[src/rtl/alu_pkg.sv]
// Shared definitions for the ALU command sequencer.
// Holds the datapath widths, the ALU mode encodings, the sequencer state
// type and the command record that travels through the command FIFO.
package alu_pkg;

    localparam int OPND_W    = 4;
    localparam int RES_W     = 9;
    localparam int MODE_W    = 2;
    // Widest user tag a command record can carry. Narrower tags are
    // zero-extended into this field and truncated again at the result side.
    localparam int TAG_MAX_W = 8;

    localparam logic [MODE_W-1:0] MODE_ADD = 2'b00;
    localparam logic [MODE_W-1:0] MODE_SUB = 2'b01;
    localparam logic [MODE_W-1:0] MODE_MUL = 2'b10;
    localparam logic [MODE_W-1:0] MODE_MAC = 2'b11;

    typedef enum logic [1:0] {
        IDLE  = 2'd0,
        ISSUE = 2'd1,
        RESP  = 2'd2
    } seq_state_t;

    typedef struct packed {
        logic [MODE_W-1:0]    mode;
        logic [OPND_W-1:0]    a;
        logic [OPND_W-1:0]    b;
        logic [OPND_W-1:0]    x;
        logic [TAG_MAX_W-1:0] tag;
    } alu_cmd_t;

endpackage

[src/rtl/alu_cmd_fifo.sv]
// Synchronous command FIFO for the ALU sequencer.
// Ports:
//   clk, rst_n            clock, synchronous active-low reset
//   push, push_data       write request and entry (ignored while full)
//   pop                   read request (ignored while empty)
//   head                  entry at the read pointer, valid while !empty
//   full, empty, level    occupancy status
// The head entry is read combinationally so the sequencer can pop it and
// load its operand registers on the same edge; the storage is tiny, so it
// maps to distributed memory rather than a block RAM.
module alu_cmd_fifo
    import alu_pkg::*;
#(
    parameter int DEPTH = 4
) (
    input  logic                   clk,
    input  logic                   rst_n,
    input  logic                   push,
    input  alu_cmd_t               push_data,
    input  logic                   pop,
    output alu_cmd_t               head,
    output logic                   full,
    output logic                   empty,
    output logic [$clog2(DEPTH):0] level
);

    localparam int PTR_W = $clog2(DEPTH);
    localparam int LVL_W = PTR_W + 1;

    alu_cmd_t mem [DEPTH];

    logic [PTR_W-1:0] wr_ptr_reg;
    logic [PTR_W-1:0] rd_ptr_reg;
    logic [LVL_W-1:0] level_reg;
    logic [LVL_W-1:0] level_next;
    logic             do_push;
    logic             do_pop;

    assign full    = (level_reg == LVL_W'(DEPTH));
    assign empty   = (level_reg == '0);
    assign level   = level_reg;
    assign head    = mem[rd_ptr_reg];
    assign do_push = push && !full;
    assign do_pop  = pop && !empty;

    // A simultaneous push and pop leaves the occupancy unchanged.
    always_comb begin
        level_next = level_reg;
        case ({do_push, do_pop})
            2'b10:   level_next = level_reg + 1'b1;
            2'b01:   level_next = level_reg - 1'b1;
            default: level_next = level_reg;
        endcase
    end

    // Pointers are PTR_W bits wide and DEPTH is a power of two, so the
    // natural overflow of the increment is the modulo-DEPTH wrap.
    always_ff @(posedge clk) begin
        if (!rst_n) begin
            wr_ptr_reg <= '0;
            rd_ptr_reg <= '0;
            level_reg  <= '0;
        end else begin
            level_reg <= level_next;
            if (do_push) begin
                wr_ptr_reg <= wr_ptr_reg + 1'b1;
            end
            if (do_pop) begin
                rd_ptr_reg <= rd_ptr_reg + 1'b1;
            end
        end
    end

    // Storage carries no reset; only entries behind the pointers are read.
    always_ff @(posedge clk) begin
        if (do_push) begin
            mem[wr_ptr_reg] <= push_data;
        end
    end

endmodule

[src/rtl/alu_cmd_sequencer.sv]
// Command sequencer wrapped around the combinational 4-bit ALU.
// Commands are buffered in a FIFO, issued one at a time on registered
// operand outputs, and the ALU result is captured one cycle later and
// offered with its tag on a valid/ready result port.
// Ports:
//   clk, rst_n                         clock, synchronous active-low reset
//   cmd_valid/cmd_ready                command handshake
//   cmd_mode/cmd_a/cmd_b/cmd_x/cmd_tag command fields
//   alu_mode/alu_a/alu_b/alu_x         registered operands to the ALU
//   alu_out                            combinational ALU result
//   res_valid/res_ready                result handshake
//   res_data/res_tag                   captured result and its tag
//   fifo_level                         current FIFO occupancy
// TAG_W must not exceed alu_pkg::TAG_MAX_W.
module alu_cmd_sequencer
    import alu_pkg::*;
#(
    parameter int DEPTH = 4,
    parameter int TAG_W = 2
) (
    input  logic                   clk,
    input  logic                   rst_n,
    input  logic                   cmd_valid,
    output logic                   cmd_ready,
    input  logic [MODE_W-1:0]      cmd_mode,
    input  logic [OPND_W-1:0]      cmd_a,
    input  logic [OPND_W-1:0]      cmd_b,
    input  logic [OPND_W-1:0]      cmd_x,
    input  logic [TAG_W-1:0]       cmd_tag,
    output logic [OPND_W-1:0]      alu_a,
    output logic [OPND_W-1:0]      alu_b,
    output logic [OPND_W-1:0]      alu_x,
    output logic [MODE_W-1:0]      alu_mode,
    input  logic [RES_W-1:0]       alu_out,
    output logic                   res_valid,
    input  logic                   res_ready,
    output logic [RES_W-1:0]       res_data,
    output logic [TAG_W-1:0]       res_tag,
    output logic [$clog2(DEPTH):0] fifo_level
);

    alu_cmd_t   push_cmd;
    alu_cmd_t   head_cmd;
    logic       fifo_full;
    logic       fifo_empty;
    logic       pop;
    logic       capture;
    logic       res_clear;
    seq_state_t state_reg;
    seq_state_t state_next;

    logic [OPND_W-1:0] alu_a_reg;
    logic [OPND_W-1:0] alu_b_reg;
    logic [OPND_W-1:0] alu_x_reg;
    logic [MODE_W-1:0] alu_mode_reg;
    logic [TAG_W-1:0]  tag_hold_reg;
    logic              res_valid_reg;
    logic [RES_W-1:0]  res_data_reg;
    logic [TAG_W-1:0]  res_tag_reg;

    // Tag bits above TAG_W are always zero and are never looked at.
    logic unused_head_tag;
    assign unused_head_tag = ^head_cmd.tag;

    always_comb begin
        push_cmd                 = '0;
        push_cmd.mode            = cmd_mode;
        push_cmd.a               = cmd_a;
        push_cmd.b               = cmd_b;
        push_cmd.x               = cmd_x;
        push_cmd.tag[TAG_W-1:0]  = cmd_tag;
    end

    alu_cmd_fifo #(
        .DEPTH (DEPTH)
    ) u_fifo (
        .clk       (clk),
        .rst_n     (rst_n),
        .push      (cmd_valid),
        .push_data (push_cmd),
        .pop       (pop),
        .head      (head_cmd),
        .full      (fifo_full),
        .empty     (fifo_empty),
        .level     (fifo_level)
    );

    // Depends only on registered occupancy, never on this cycle's pop.
    assign cmd_ready = !fifo_full;

    always_comb begin
        state_next = state_reg;
        pop        = 1'b0;
        capture    = 1'b0;
        res_clear  = 1'b0;
        case (state_reg)
            IDLE: begin
                if (!fifo_empty) begin
                    pop        = 1'b1;
                    state_next = ISSUE;
                end
            end
            ISSUE: begin
                // Operands have been stable for the whole cycle.
                capture    = 1'b1;
                state_next = RESP;
            end
            RESP: begin
                if (res_ready) begin
                    res_clear = 1'b1;
                    // Chain straight into the next issue to reach one
                    // result every two cycles.
                    if (!fifo_empty) begin
                        pop        = 1'b1;
                        state_next = ISSUE;
                    end else begin
                        state_next = IDLE;
                    end
                end
            end
            default: begin
                state_next = IDLE;
            end
        endcase
    end

    always_ff @(posedge clk) begin
        if (!rst_n) begin
            state_reg     <= IDLE;
            alu_a_reg     <= '0;
            alu_b_reg     <= '0;
            alu_x_reg     <= '0;
            alu_mode_reg  <= '0;
            tag_hold_reg  <= '0;
            res_valid_reg <= 1'b0;
            res_data_reg  <= '0;
            res_tag_reg   <= '0;
        end else begin
            state_reg <= state_next;
            if (pop) begin
                alu_a_reg    <= head_cmd.a;
                alu_b_reg    <= head_cmd.b;
                alu_x_reg    <= head_cmd.x;
                alu_mode_reg <= head_cmd.mode;
                tag_hold_reg <= head_cmd.tag[TAG_W-1:0];
            end
            if (capture) begin
                res_valid_reg <= 1'b1;
                res_data_reg  <= alu_out;
                res_tag_reg   <= tag_hold_reg;
            end else if (res_clear) begin
                res_valid_reg <= 1'b0;
            end
        end
    end

    assign alu_a     = alu_a_reg;
    assign alu_b     = alu_b_reg;
    assign alu_x     = alu_x_reg;
    assign alu_mode  = alu_mode_reg;
    assign res_valid = res_valid_reg;
    assign res_data  = res_data_reg;
    assign res_tag   = res_tag_reg;

endmodule
[config.mk]
export PLATFORM = sky130hd
export DESIGN_NAME = alu_cmd_sequencer
export DESIGN_NICKNAME = d
export VERILOG_FILES = /design/src/rtl/alu_pkg.sv /design/src/rtl/alu_cmd_fifo.sv /design/src/rtl/alu_cmd_sequencer.sv
export SDC_FILE = /design/constraint.sdc
export NUM_CORES = 1
export LEC_CHECK = 0
export BUFFER_PORTS_ARGS = -buffer_cell sky130_fd_sc_hd__buf_2
export CELL_PAD_IN_SITES_DETAIL_PLACEMENT = 1
export CELL_PAD_IN_SITES_GLOBAL_PLACEMENT = 1
export CORE_UTILIZATION = 46
export CTS_CLUSTER_SIZE = 12
export DETAILED_ROUTE_END_ITERATION = 10
export HOLD_SLACK_MARGIN = 0.05
export PLACE_DENSITY = 0.8
export SYNTH_ARGS = -nofsm -noshare
export SYNTH_HDL_FRONTEND = slang
export SYNTH_SLANG_ARGS = --single-unit
export TNS_END_PERCENT = 5
[constraint.sdc]
create_clock -name clk -period 2.72 [get_ports clk]
set_clock_uncertainty 0.1 [all_clocks]
set_input_delay 0.408 -clock clk [delete_from_list [all_inputs] [get_ports clk]]
set_output_delay 0.408 -clock clk [all_outputs]
set_load 0.02 [all_outputs]
==> qor.yml <==
wl_mm: 7.35
grt.total_usage_pct: 18.3
post-cts-setup-buffers: 0
hold_viol: 0
timing.fmax_mhz: 400
crit_required_ps: 2920
drv_slew: 0
dr.pass1.iters: 4
period_needed_ps: 2500
syn_area_um2: 3890
antenna_found_initial: 1
syn_inst: 250
max_slew_margin_pct: 33.3
gp_congestion: 0.708
area_growth_pct: 14.1
synth_ff_type: "edfxtp_1"
clkTransAtPathRegs_ps: 100
synth_edf_count: 64
cts_tree: "built"
slowest_stage: "or3b_1"
grt_pass1_vias: 2312
die_w_um: 94.0
grt_max_degree: 21
clkSinkCount: 101
drv_cap: 0
wl_per_cell_um: 17.5
drtIter0Drc: 99
synth-seq-cells: 101
layout.area.seq_um2: 2660
drc_errors: 0
ys_seq_area_share_pct: 68.4
rows: 33
cts_hold_buf: 0
path_class: "reg2reg"
grt-ovfl-total: 0
routed_via_density: 5.28
syn_area_per_cell_um2: 15.6
n_fill_cell: 813
hold_class: "in2reg"
total_power_uw: 4200
layout.nets: 345
die-area_um2: 8840
cts_buffer_depth: 2
rsz0062_at_grt: "no"
syn-num-nets: 285
ant_nets: 0
dp.cells: 404
synth_cell_types: 34
n_antenna_cell: 0
p_per_area_nw_per_um2: 945
setup_viol: 0
port_buffers: 58
ir_worst_vdd_v: 0.000354
dieHeight_um: 94.0
path_max_fanout: 10
most-common-layout-cells: "edfxtp_1 (64), buf_2 (58), nand2_1 (40)"
grt_pass1_wl_mm: 11.7
instances_no_fill: 420
power_leakage_uw: 0.00164
path_cells: "or3b_1, nand2_1, ha_1, inv_1, fa_1, xor2_1, or3_1, a21oi_1"
tightest_slew_ps: 1000
final_common_cell: "edfxtp_1"
clk_latency_ps: 360
min_period_over_period_pct: 92.0
ioPinCount: 59
cp-start-kind: "register"
status: "finished clean"
cts_inserted_buffers: 9
arrival_ps: 2700
multi_input_area_um2: 1100
h-tree-depth: 3
async_flop_share_pct: 0
yosysWarnings: 0
setup-tns-final_ps: 0
cpPeakStageDelay_ps: 520
core-area_um2: 8220
hpwlAfterDp_mm: 4.89
vias: 2216
critPathBufInv: 1
largest_register_ffs: 64
cts_resized: 0
drive_above_1_share_pct: 26.7
root_buffer: "clkbuf_8"
start_util_pct: 47.4
cp-end-kind: "register"
cpLargestDelayFamily: "simple AND/OR/NAND/NOR gates"
-- layer usage --
layer | routed length [um] | track usage (%) | vias to the layer above
met2 | 3650 | 30.9 | 53
met3 | 303 | 4.05 | 12
li1 | - | - | 1064
met5 | 12 | 0 | -
met4 | 122 | 7.69 | 2
met1 | 3260 | 22.7 | 1085
-- synth_stat cells (3+ instances only) --
master / count / area [um^2]
a21oi_1: 18 / 90.1
edfxtp_1: 64 / 1920
o21ai_0: 3 / 15.0
buf_6: 3 / 33.8
o2bb2ai_1: 16 / 140
nand2_1: 40 / 150
mux4_1: 16 / 420
buf_2: 4 / 20.0
ha_1: 5 / 62.6
clkbuf_1: 3 / 11.3
dfxtp_1: 37 / 741
and3_1: 4 / 25.0
nor2_1: 4 / 15.0
inv_1: 7 / 26.3
-- per-stage QoR --
stage	hold WS [ps]	instance area (um^2)	util, %	setup slack, ps
global route	150	4440	54.1	88.8
CTS	142	4440	54.1	187
finish	160	4440	54.1	219
global placement	338	4260	51.9	374
detailed placement	351	4260	51.9	232
floorplan	332	3890	-	194
-- power by group --
group          switching, uW  internal [uW]
clock                    527            345
combinational            716            495
sequential               210           1900
-- logic make-up (layout without fill, tap and decap cells) --
group,Yosys count,count (layout),synth area share (%)
AO/OA/AOI/OAI,40,40,6.87
XOR/XNOR,2,2,0.450
adder cells (fa/ha/maj),6,6,2.12
buffers and inverters,23,88,3.34
flip-flops,101,101,68.4
multiplexers,17,17,11.1
AND/OR/NAND/NOR,61,61,7.81
-- layout make-up --
| cell class | count | share of cell area [%] |
|---|---|---|
| well taps | 105 | 2.96 |
| repair buffers | 64 | 7.55 |
| multi-input cells | 126 | 24.8 |
| clock buffers | 9 | 2.79 |
| clock inverters | 7 | 1.30 |
| inverters | 8 | 0.676 |
| flip-flops and latches | 101 | 59.9 |
-- worst paths after layout --
path	to	slack (ps)	start	depth (start not counted)
max	u_fifo.level[2]	220	u_fifo.level[2]	8
max reg2reg	u_fifo.level[2]	220	u_fifo.level[2]	8
min	u_fifo.mem[2][5]	160	cmd_x[3]	1
min reg2reg	res_data[5]	360	res_data[5]	2
Note: power is estimated with default switching activity, not from simulation.
